[config.mk]
export PLATFORM = sky130hd
export DESIGN_NAME = cpu_fetch_sequencer_flat
export DESIGN_NICKNAME = d
export VERILOG_FILES = /design/src/rtl/cpu_fetch_sequencer_pkg.sv /design/src/rtl/cpu_fetch_sequencer_if.sv /design/src/rtl/cpu_fetch_sequencer_pc_unit.sv /design/src/rtl/cpu_fetch_sequencer.sv /design/src/flat_wrapper.sv
export SDC_FILE = /design/constraint.sdc
export NUM_CORES = 1
export LEC_CHECK = 0
export BUFFER_PORTS_ARGS = -buffer_cell sky130_fd_sc_hd__buf_2
export CAP_MARGIN = 0
export CORE_MARGIN = 3
export CORE_UTILIZATION = 50
export DETAILED_ROUTE_END_ITERATION = 8
export GPL_TIMING_DRIVEN = 0
export PLACE_DENSITY = 0.78
export SLEW_MARGIN = 20
export SYNTH_ARGS = -nofsm -noshare
export SYNTH_HDL_FRONTEND = slang
export SYNTH_HIERARCHICAL = 1
export SYNTH_SLANG_ARGS = --single-unit
[constraint.sdc]
create_clock -name clk -period 7.3 [get_ports clk]
set_clock_uncertainty 0.1 [all_clocks]
set_input_delay 0.73 -clock clk [delete_from_list [all_inputs] [get_ports clk]]
set_output_delay 0.73 -clock clk [all_outputs]
set_load 0.005 [all_outputs]
[src/rtl/cpu_fetch_sequencer_pkg.sv]
// Shared CPU front-end definitions: instruction width, PC-select codes,
// sequencer state encodings and the halt opcode.
package cpu_fetch_sequencer_pkg;

    localparam int INSTR_W = 16;

    localparam logic [INSTR_W-1:0] CPU_HALT_OPC = 16'hFFFF;

    typedef enum logic [1:0] {
        PS_HOLD = 2'b00,
        PS_INC  = 2'b01,
        PS_BR   = 2'b10,
        PS_JMP  = 2'b11
    } ps_e;

    localparam logic [1:0] ST_FETCH = 2'd0;
    localparam logic [1:0] ST_EX0   = 2'd1;
    localparam logic [1:0] ST_EX1   = 2'd2;
    localparam logic [1:0] ST_HALT  = 2'd3;

endpackage

[src/rtl/cpu_fetch_sequencer_if.sv]
// Instruction-memory request/ready fetch port.
interface cpu_fetch_sequencer_if #(
    parameter int PC_W = 16
);
    import cpu_fetch_sequencer_pkg::*;

    logic               imem_req;
    logic [PC_W-1:0]    imem_addr;
    logic               imem_rdy;
    logic [INSTR_W-1:0] imem_data;

    modport master (
        output imem_req,
        output imem_addr,
        input  imem_rdy,
        input  imem_data
    );

    modport slave (
        input  imem_req,
        input  imem_addr,
        output imem_rdy,
        output imem_data
    );

endinterface

[src/rtl/cpu_fetch_sequencer_pc_unit.sv]
// Program counter register with hold/increment/relative-branch/jump next-PC mux.
module cpu_pc_unit
    import cpu_fetch_sequencer_pkg::*;
#(
    parameter int              PC_W     = 16,
    parameter logic [PC_W-1:0] RESET_PC = '0
) (
    input  logic               clk,
    input  logic               rst,
    input  logic               load,
    input  logic [1:0]         ps,
    input  logic [7:0]         br_off,
    input  logic [INSTR_W-1:0] ra_data,
    output logic [PC_W-1:0]    pc
);

    logic [PC_W-1:0] pc_next;
    logic [PC_W-1:0] br_ext;

    assign br_ext = {{(PC_W-8){br_off[7]}}, br_off};

    // All arithmetic is modulo 2^PC_W; carries out are dropped on purpose.
    always_comb begin
        pc_next = pc;
        case (ps_e'(ps))
            PS_HOLD: pc_next = pc;
            PS_INC:  pc_next = pc + {{(PC_W-1){1'b0}}, 1'b1};
            PS_BR:   pc_next = pc + br_ext;
            PS_JMP:  pc_next = ra_data[PC_W-1:0];
            default: pc_next = pc;
        endcase
    end

    always_ff @(posedge clk or posedge rst) begin
        if (rst) begin
            pc <= RESET_PC;
        end else if (load) begin
            pc <= pc_next;
        end
    end

endmodule

[src/rtl/cpu_fetch_sequencer.sv]
// CPU front end: fetches instructions into IR and sequences FETCH/EX0/EX1/HALT.
//   state    | meaning
//   ST_FETCH | imem_req held with imem_addr=pc until imem_rdy loads ir
//   ST_EX0   | first execute cycle, pc updated per ps
//   ST_EX1   | second execute cycle (ns=1 in EX0), pc updated per ps
//   ST_HALT  | halt opcode or illegal ns=1 in EX1; only rst leaves
module cpu_fetch_sequencer
    import cpu_fetch_sequencer_pkg::*;
#(
    parameter int                 PC_W     = 16,
    parameter logic [PC_W-1:0]    RESET_PC = '0,
    parameter logic [INSTR_W-1:0] HALT_OPC = CPU_HALT_OPC
) (
    input  logic               clk,
    input  logic               rst,
    cpu_fetch_sequencer_if.master imem,
    input  logic [1:0]         ps,
    input  logic               ns,
    input  logic [INSTR_W-1:0] ra_data,
    output logic [INSTR_W-1:0] ir,
    output logic               state,
    output logic [PC_W-1:0]    pc,
    output logic               halted,
    output logic               illegal
);

    logic [1:0] st;
    logic [1:0] st_next;
    logic       fetch_done;
    logic       pc_load;

    assign fetch_done = (st == ST_FETCH) && imem.imem_rdy;
    assign pc_load    = (st == ST_EX0) || (st == ST_EX1);

    always_comb begin
        st_next = st;
        case (st)
            ST_FETCH: if (imem.imem_rdy)
                          st_next = (imem.imem_data == HALT_OPC) ? ST_HALT : ST_EX0;
            ST_EX0:   st_next = ns ? ST_EX1 : ST_FETCH;
            ST_EX1:   st_next = ns ? ST_HALT : ST_FETCH;
            ST_HALT:  st_next = ST_HALT;
            default:  st_next = ST_FETCH;
        endcase
    end

    // state is registered from st_next so it is valid in the first EX1 cycle.
    always_ff @(posedge clk or posedge rst) begin
        if (rst) begin
            st      <= ST_FETCH;
            state   <= 1'b0;
            ir      <= '0;
            illegal <= 1'b0;
        end else begin
            st    <= st_next;
            state <= (st_next == ST_EX1);
            if (fetch_done) begin
                ir <= imem.imem_data;
            end
            if ((st == ST_EX1) && ns) begin
                illegal <= 1'b1;
            end
        end
    end

    assign imem.imem_req  = (st == ST_FETCH) && !rst;
    assign imem.imem_addr = pc;
    assign halted         = (st == ST_HALT);

    cpu_pc_unit #(
        .PC_W     (PC_W),
        .RESET_PC (RESET_PC)
    ) u_pc_unit (
        .clk     (clk),
        .rst     (rst),
        .load    (pc_load),
        .ps      (ps),
        .br_off  (ir[7:0]),
        .ra_data (ra_data),
        .pc      (pc)
    );

endmodule
[src/flat_wrapper.sv]
// flat-port wrapper written by rule: the top's interface ports become plain ports
module cpu_fetch_sequencer_flat import cpu_fetch_sequencer_pkg::*;
#(
    parameter int                 PC_W     = 16,
    parameter logic [PC_W-1:0]    RESET_PC = '0,
    parameter logic [INSTR_W-1:0] HALT_OPC = CPU_HALT_OPC
)
  (clk, rst, ps, ns, ra_data, ir, state, pc, halted, illegal, imem_imem_req, imem_imem_addr, imem_imem_rdy, imem_imem_data);
  cpu_fetch_sequencer_if #(.PC_W(PC_W)) imem_i ();
  input  logic clk;
  input  logic rst;
  input  logic [1:0] ps;
  input  logic ns;
  input  logic [INSTR_W-1:0] ra_data;
  output logic [INSTR_W-1:0] ir;
  output logic state;
  output logic [PC_W-1:0] pc;
  output logic halted;
  output logic illegal;
  output wire logic [$bits(imem_i.imem_req)-1:0] imem_imem_req;
  output wire logic [$bits(imem_i.imem_addr)-1:0] imem_imem_addr;
  input wire logic [$bits(imem_i.imem_rdy)-1:0] imem_imem_rdy;
  input wire logic [$bits(imem_i.imem_data)-1:0] imem_imem_data;
  assign imem_imem_req = imem_i.imem_req;
  assign imem_imem_addr = imem_i.imem_addr;
  assign imem_i.imem_rdy = imem_imem_rdy;
  assign imem_i.imem_data = imem_imem_data;
  cpu_fetch_sequencer #(.PC_W(PC_W), .RESET_PC(RESET_PC), .HALT_OPC(HALT_OPC)) u_core (.clk(clk), .rst(rst), .imem(imem_i), .ps(ps), .ns(ns), .ra_data(ra_data), .ir(ir), .state(state), .pc(pc), .halted(halted), .illegal(illegal));
endmodule
==> implementation parameters, run 1 <==
Parameter                              Value

Clocking
  Number of hold-repair buffers added at the cts stage    0
  Clock tree from TritonCTS    done
  Skew-Pair Late Insertion Delay    300 ps
  Largest buffer count on any clock path    2
  Clock root cell    sky130_fd_sc_hd__clkbuf_8
  Post-CTS Repair Setup Buffers    0
  Clock H-tree levels    2
  Post-cts repair resize count    0
  CTS clock-pin slew for the worst setup and hold paths    80 ps
  Clock tree sinks    36
  Total CTS buffers    5

Cells and area
  Final net count    431
  Most common cell after layout, fill and taps aside    sky130_fd_sc_hd__buf_2
  Sequential cell area in the final layout    901 um^2
  Layout overhead on the synthesized area    24.3%
  Area of the multi-input gates    1450 um^2
  Most frequent cells in the layout    sky130_fd_sc_hd__buf_2, sky130_fd_sc_hd__dfrtp_1, sky130_fd_sc_hd__nand2_1
  Layout cells sized above 1    0.374
  Ant. Diodes    0
  Fill cells    417

Setup path
  R2r startpoint    u_core/ir[0]$_DFFE_PP0P_
  Critical Path Start    ps[1]
  Levels on crit path    11
  FF-to-FF setup slack    4460 ps
  CP Launch Type    primary input
  Max stage delay cell, worst path    sky130_fd_sc_hd__fa_1
  Worst EP required    7370 ps
  CP Class    primary input to flip-flop
  Longest individual stage delay on the worst path    430 ps
  R2R cell count    9
  Signal arrival time at the worst endpoint    3420 ps
  Destination of the critical timing path    u_core/u_pc_unit/pc[10]$_DFFE_PP0P_
  CP cell instances    buf_2 > nor2b_1 > nand2b_1 > ha_1 > fa_1 > a211oi_1 > o21ai_0 > nand2_1 > mux2i_1 > nand4_1 > o311ai_0
  Kind of capture point of the worst setup path    flip-flop
  Worst Path Buf+Inv    1
  Worst R2R End    u_core/u_pc_unit/pc[10]$_DFFE_PP0P_
  Top delay family on crit path    simple AND/OR/NAND/NOR gates
  Maximum fanout along the worst path    7

Floorplan
  Horizontal die dimension    77.5 um
  Die Height    77.5 um
  Boundary Pins    90
  Core area    4850 um^2
  Die Outline Area    6010 um^2
  Initial Utilization    0.527
  Standard-cell rows    25

Route
  Iter 0 DRT Violations    152
  DRC violations left    0
  Via density per instance    5.60
  First-pass iteration count of the detailed router    4
  Vias after detailed routing    2514
  Routed Wire Length    6780 um
  Wirelength per Cell    15.1 um
  Count of nets left with antenna violations after detail routing    0

Global routing
  Largest net degree at the start of global routing    21
  Wire length of the first global-routing pass    10900 um
  Vias in the first global route    2320
  All-Layer GR Usage    0.224
  Number of antenna violations at the first check in global routing    0
  Grt total ovfl    0

STA
  Transition time at the pin with the least slew margin    747 ps
  Fmax    0.299 GHz
  Final number of hold-violating endpoints    0
  Post-layout min period    3350 ps
  Final setup TNS    0 ps
  Final worst hold slack    358 ps
  Final critical-path share of the clock period    0.459
  Slew Viols, Final    0
  Final setup fails    0
  Unrepaired setup endpoints after global routing    no
  Worst max-slew margin expressed relative to the limit    0.502
  Post-route worst setup slack    3950 ps

Yosys
  Most common flop cell mapped by yosys    sky130_fd_sc_hd__dfrtp_1
  EDFF count, synth    0
  Number of different library cells in the post-synthesis netlist    53
  Synthesized netlist cell count    285
  Area of the mapped netlist    2560 um^2
  Synthesized net count    335
  Yosys warnings    6
  Avg Inst Size Synth    8.97 um^2
  Proportion of synthesized chip area in sequential cells    0.352
  Flop and latch count out of synthesis    36
  Post-synthesis async set-or-reset flop share    1.00

Pwr
  P per Cell Area    402 nW/um^2
  Static leakage    1.51 nW
  Maximum vdd drop    0.000243 V
  Overall Power    1.28 mW

Hold path
  Class of the most critical hold timing path    flip-flop to flip-flop
  Start point of the worst min-delay path    u_core/illegal$_DFFE_PP0P_

Flow run
  Max-capacitance violation count    0

Outcome
  Run status    complete, no violations

Placed design
  DPL Wire Length    5070 um
  Placer Congestion    0.905
  Number of buffers added on ports    89
  Setup slack after placement    3710 ps
-- Yosys cell counts, drive strengths merged (4+ instances only) --
| cell | instances | area share |
|---|---|---|
| and2 | 8 | 0.020 |
| nor4 | 5 | 0.015 |
| mux2 | 17 | 0.075 |
| nor2b | 4 | 0.0098 |
| a31oi | 8 | 0.020 |
| a211oi | 6 | 0.018 |
| nand3 | 15 | 0.031 |
| nor2 | 21 | 0.034 |
| a21oi | 10 | 0.020 |
| nand4 | 10 | 0.024 |
| a21o | 4 | 0.012 |
| dfrtp | 36 | 0.35 |
| nand2 | 29 | 0.045 |
| buf | 23 | 0.060 |
| ha | 11 | 0.054 |
| nor3 | 9 | 0.018 |
| o21ai | 12 | 0.023 |
| inv | 7 | 0.010 |
| clkbuf | 6 | 0.0088 |
-- report_power, final --
part	leakage (nW)	switching, mW	internal (mW)	total, mW
registers	0.417	0.0932	0.295	0.388
clock network	0.0404	0.0829	0.0676	0.151
logic	1.05	0.378	0.360	0.738
-- layout make-up --
cell class              instances  share of cell area
plain buffers                  29              0.0555
clock buffers                   5              0.0216
clock inverters                 3             0.00748
inverters                       7             0.00826
multi-input cells             213               0.457
flip-flops and latches         36               0.283
well taps                      67              0.0264
repair buffers                 89               0.140
-- state kept, by name, summed over array words and instances, names as in the netlist --
name,count
u_core/ir,16
u_core/u_pc_unit/pc,16
u_core/st,2
u_core/illegal,1
u_core/state,1
-- cells by family (layout without fill, tap and decap cells) --
logic type / Yosys count / after routing / synth area share
and+or+nand+nor: 115 / 115 / 0.233
adders and majority gates: 13 / 13 / 0.0656
muxes: 20 / 20 / 0.0866
buffers and inverters: 36 / 133 / 0.0793
xor gates and xnor gates: 3 / 3 / 0.0103
DFF: 36 / 36 / 0.352
AOI/OAI and AO/OA: 62 / 62 / 0.173
-- worst register-to-register path, stage by stage (launching register included) --
cell and delay [ps]:
sky130_fd_sc_hd__dfrtp_1 400, sky130_fd_sc_hd__nand2b_1 180, sky130_fd_sc_hd__ha_1 240, sky130_fd_sc_hd__fa_1 430, sky130_fd_sc_hd__a211oi_1 380, sky130_fd_sc_hd__o21ai_0 240
sky130_fd_sc_hd__nand2_1 210, sky130_fd_sc_hd__mux2i_1 280, sky130_fd_sc_hd__nand4_1 120, sky130_fd_sc_hd__o311ai_0 150
-- layer usage --
metal	GRT usage	vias to the layer above	routed length [um]
li1	-	1224	-
met1	0.295	1185	2990
met2	0.358	97	3180
met3	0.0580	8	507
met4	0.0765	0	95
met5	0	-	0
-- worst min-delay path by stage --
stage / depth (start not counted) / slack [ps] / endpoint
detailed placement: 1 / 340 / u_core/illegal$_DFFE_PP0P_
floorplan: 1 / 350 / u_core/illegal$_DFFE_PP0P_
global placement: 1 / 340 / u_core/illegal$_DFFE_PP0P_
global route: 1 / 410 / u_core/illegal$_DFFE_PP0P_
CTS: 1 / 370 / u_core/illegal$_DFFE_PP0P_
finish: 1 / 360 / u_core/illegal$_DFFE_PP0P_
-- metrics by stage --
step                      instance area, um^2  cells   util
after floorplan                          2560    285      -
after global placement                   3090    441  0.637
after detailed placement                 3090    441  0.637
after CTS                                3180    449  0.656
after global routing                     3180    449  0.656
final                                    3180    449  0.656
(Power assumes the default switching activity.)
==> run 2: changes to the inputs <==
ABC_AREA = 1   (was not set)
CORE_UTILIZATION = 46   (was 50)
PLACE_DENSITY = 0.75   (was 0.78)
clock period = 2.9 ns   (was 7.3 ns; I/O delays follow)
==> run 2 against run 1 <==
Effect of this change: core utilization shrank 6.3 points; power grew to 2.8 times the previous value; combinational power grew to 2.9 times the previous value; hold slack lost 340 ps; first-iteration DRC count shrank 13%; sequential share of layout area shrank 1.1 points; register-to-register slack lost 4100 ps.
==> implementation parameters, run 2 <==
Parameter                              Value

Setup path
  Signal arrival time at the worst endpoint    2590 ps
  Worst EP required    2980 ps
  Worst Path Buf+Inv    0
  R2r startpoint    u_core/ir[0]$_DFFE_PP0P_
  CP Launch Type    flip-flop
  Longest individual stage delay on the worst path    410 ps
  Kind of capture point of the worst setup path    flip-flop
  Top delay family on crit path    simple AND/OR/NAND/NOR gates
  Max stage delay cell, worst path    sky130_fd_sc_hd__fa_1
  Critical Path Most Common Cell    sky130_fd_sc_hd__nand2_1
  Maximum fanout along the worst path    4
  CP cell instances    or2_2 > ha_1 > fa_1 > nand2_1 > nand2_1 > o211ai_1 > nand2_1 > nand2_1 > nand2_1 > nand2_1 > nand2_1 > nand2_1 > nand2_1 > nor2_1 > o21ai_1
  Critical Path Start    u_core/ir[0]$_DFFE_PP0P_
  CP Class    flip-flop to flip-flop

Route
  First-pass iteration count of the detailed router    4
  Routed Wire Length    6800 um
  Count of nets left with antenna violations after detail routing    0
  Vias after detailed routing    2549
  DRC violations left    0
  Wirelength per Cell    13.0 um
  Iter 0 DRT Violations    133
  Via density per instance    4.89

Yosys
  Cells taking the most area after synthesis    sky130_fd_sc_hd__dfrtp_1, sky130_fd_sc_hd__nand2_1, sky130_fd_sc_hd__nor2_1
  Mux cell area share after synthesis    0.0741
  Yosys warnings    6
  Most numerous cell in the Yosys netlist    sky130_fd_sc_hd__nand2_1
  Area share of the largest cell type after synthesis    0.336
  Synth Area in Simple Gates    0.290
  Share of synthesized cell area in full adder, half adder and majority cells    0.0587
  Post-synthesis async set-or-reset flop share    1.00
  Most common flop cell mapped by yosys    sky130_fd_sc_hd__dfrtp_1
  Fraction of the mapped netlist area in compound gates    0.103
  Flop and latch count out of synthesis    36
  Synth Area in XOR/XNOR    0.0163
  Avg Inst Size Synth    7.60 um^2
  Leading post-synthesis cells by instance count    sky130_fd_sc_hd__nand2_1, sky130_fd_sc_hd__nor2_1, sky130_fd_sc_hd__inv_1
  EDFF count, synth    0
  Largest area contributor in the netlist    sky130_fd_sc_hd__dfrtp_1
  Dominant combinational cell family by area after synthesis    simple AND/OR/NAND/NOR gates
  Proportion of synthesized chip area in sequential cells    0.336
  Synthesized netlist cell count    353
  Area of the mapped netlist    2680 um^2
  Number of different library cells in the post-synthesis netlist    35
  Synthesized net count    403

STA
  Post-route worst setup slack    393 ps
  Post-layout min period    2510 ps
  Final setup fails    0
  Final critical-path share of the clock period    0.864
  Worst max-slew margin expressed relative to the limit    0.510
  Unrepaired setup endpoints after global routing    no
  Fmax    0.399 GHz
  Transition time at the pin with the least slew margin    735 ps
  Final setup TNS    0 ps
  Final number of hold-violating endpoints    0
  Slew Viols, Final    0

Cells and area
  Layout overhead on the synthesized area    23.1%
  Layout cells sized above 1    0.350
  Final net count    498
  Leading registers by flop count    u_core/ir: 16 flops, u_core/u_pc_unit/pc: 16 flops, u_core/st: 2 flops
  Most common cell after layout, fill and taps aside    sky130_fd_sc_hd__buf_2
  Ant. Diodes    0
  Post-route insts no fill    521
  Most frequent cells in the layout    sky130_fd_sc_hd__buf_2, sky130_fd_sc_hd__nand2_1, sky130_fd_sc_hd__nor2_1

Clocking
  Clock tree from TritonCTS    done
  Clock tree sinks    36
  Total CTS buffers    5
  Largest buffer count on any clock path    2
  Post-CTS Repair Setup Buffers    0
  Skew-Pair Late Insertion Delay    300 ps
  Clock H-tree levels    2
  Post-cts repair resize count    0
  CTS clock-pin slew for the worst setup and hold paths    80 ps
  Number of hold-repair buffers added at the cts stage    0
  Clock root cell    sky130_fd_sc_hd__clkbuf_8

Global routing
  Wire length of the first global-routing pass    11100 um
  Grt total ovfl    0
  Vias in the first global route    2426
  Largest net degree at the start of global routing    21
  All-Layer GR Usage    0.214
  Number of antenna violations at the first check in global routing    0

Floorplan
  Horizontal die dimension    82.4 um
  Core area    5570 um^2
  Initial Utilization    0.481
  Die Height    82.4 um
  Standard-cell rows    27
  Die Outline Area    6790 um^2
  Boundary Pins    90

Placed design
  Placed insts    513
  Number of buffers added on ports    88
  DPL Wire Length    5360 um
  Setup slack after placement    105 ps
  Placer Congestion    0.898

Pwr
  Static leakage    1.87 nW
  Overall Power    3.53 mW
  P per Cell Area    1070 nW/um^2
  Maximum vdd drop    0.000529 V

Flow run
  Max-capacitance violation count    0

Hold path
  Class of the most critical hold timing path    primary input to async pin

Outcome
  Run status    complete, no violations
-- run 2: cell types whose count changed after synthesis, moves of 10 or more --
cell,previous run,this run
sky130_fd_sc_hd__mux2_2,17,7
sky130_fd_sc_hd__inv_1,7,38
sky130_fd_sc_hd__nand2_1,27,84
sky130_fd_sc_hd__nor2_1,20,46
-- run 2: cell type report --
class                           count  area [um^2]
Buffer                             23          170
Clock buffer                        5         68.8
Clock inverter                      3         21.3
Fill cell                         532         2270
Inverter                           42          158
Multi-Input combinational cell    252         1460
Sequential cell                    36          901
Tap cell                           72         90.1
Timing Repair Buffer               88          440
-- run 2: worst paths after layout --
| kind | end | slack [ps] | cells after the start |
|---|---|---|---|
| worst max-delay path | u_core/u_pc_unit/pc[10]$_DFFE_PP0P_ | 390 | 15 |
| max in group asynchronous | u_core/ir[4]$_DFFE_PP0P_ | 2210 | 2 |
| worst min register to register | u_core/illegal$_DFFE_PP0P_ | 380 | 2 |
| worst max register to register | u_core/u_pc_unit/pc[10]$_DFFE_PP0P_ | 390 | 15 |
| worst min-delay path | u_core/u_pc_unit/pc[7]$_DFFE_PP0P_ | 10 | 2 |
| min in group clk | u_core/illegal$_DFFE_PP0P_ | 130 | 3 |
-- run 2: kinds of logic after synthesis --
kind of cell               after synthesis
and+or+nand+nor                        173
muxes                                   15
xor gates and xnor gates                 5
adders and majority gates               12
DFF                                     36
buffers and inverters                   65
AOI/OAI and AO/OA                       47
-- run 2: stage by stage --
stage / instance area, um^2 / hold WS, ps / utilization
finish: 3300 / 14.4 / 0.593
detailed placement: 3210 / 352 / 0.577
global route: 3300 / 77.3 / 0.593
global placement: 3210 / 347 / 0.577
floorplan: 2680 / 104 / -
CTS: 3300 / 29.6 / 0.593
-- run 2: power by group --
| part | internal, mW | leakage, nW | switching (mW) |
|---|---|---|---|
| sequential | 0.758 | 0.425 | 0.254 |
| clock | 0.170 | 0.0445 | 0.200 |
| combinational | 1.01 | 1.40 | 1.14 |
-- run 2: metal layers --
metal,track usage,share of wire,up-vias,wire length (um)
met3,0.0521,0.075,6,512
li1,-,-,1313,-
met5,0,0,-,0
met2,0.366,0.48,68,3230
met1,0.269,0.44,1162,2980
met4,0.0565,0.010,0,68
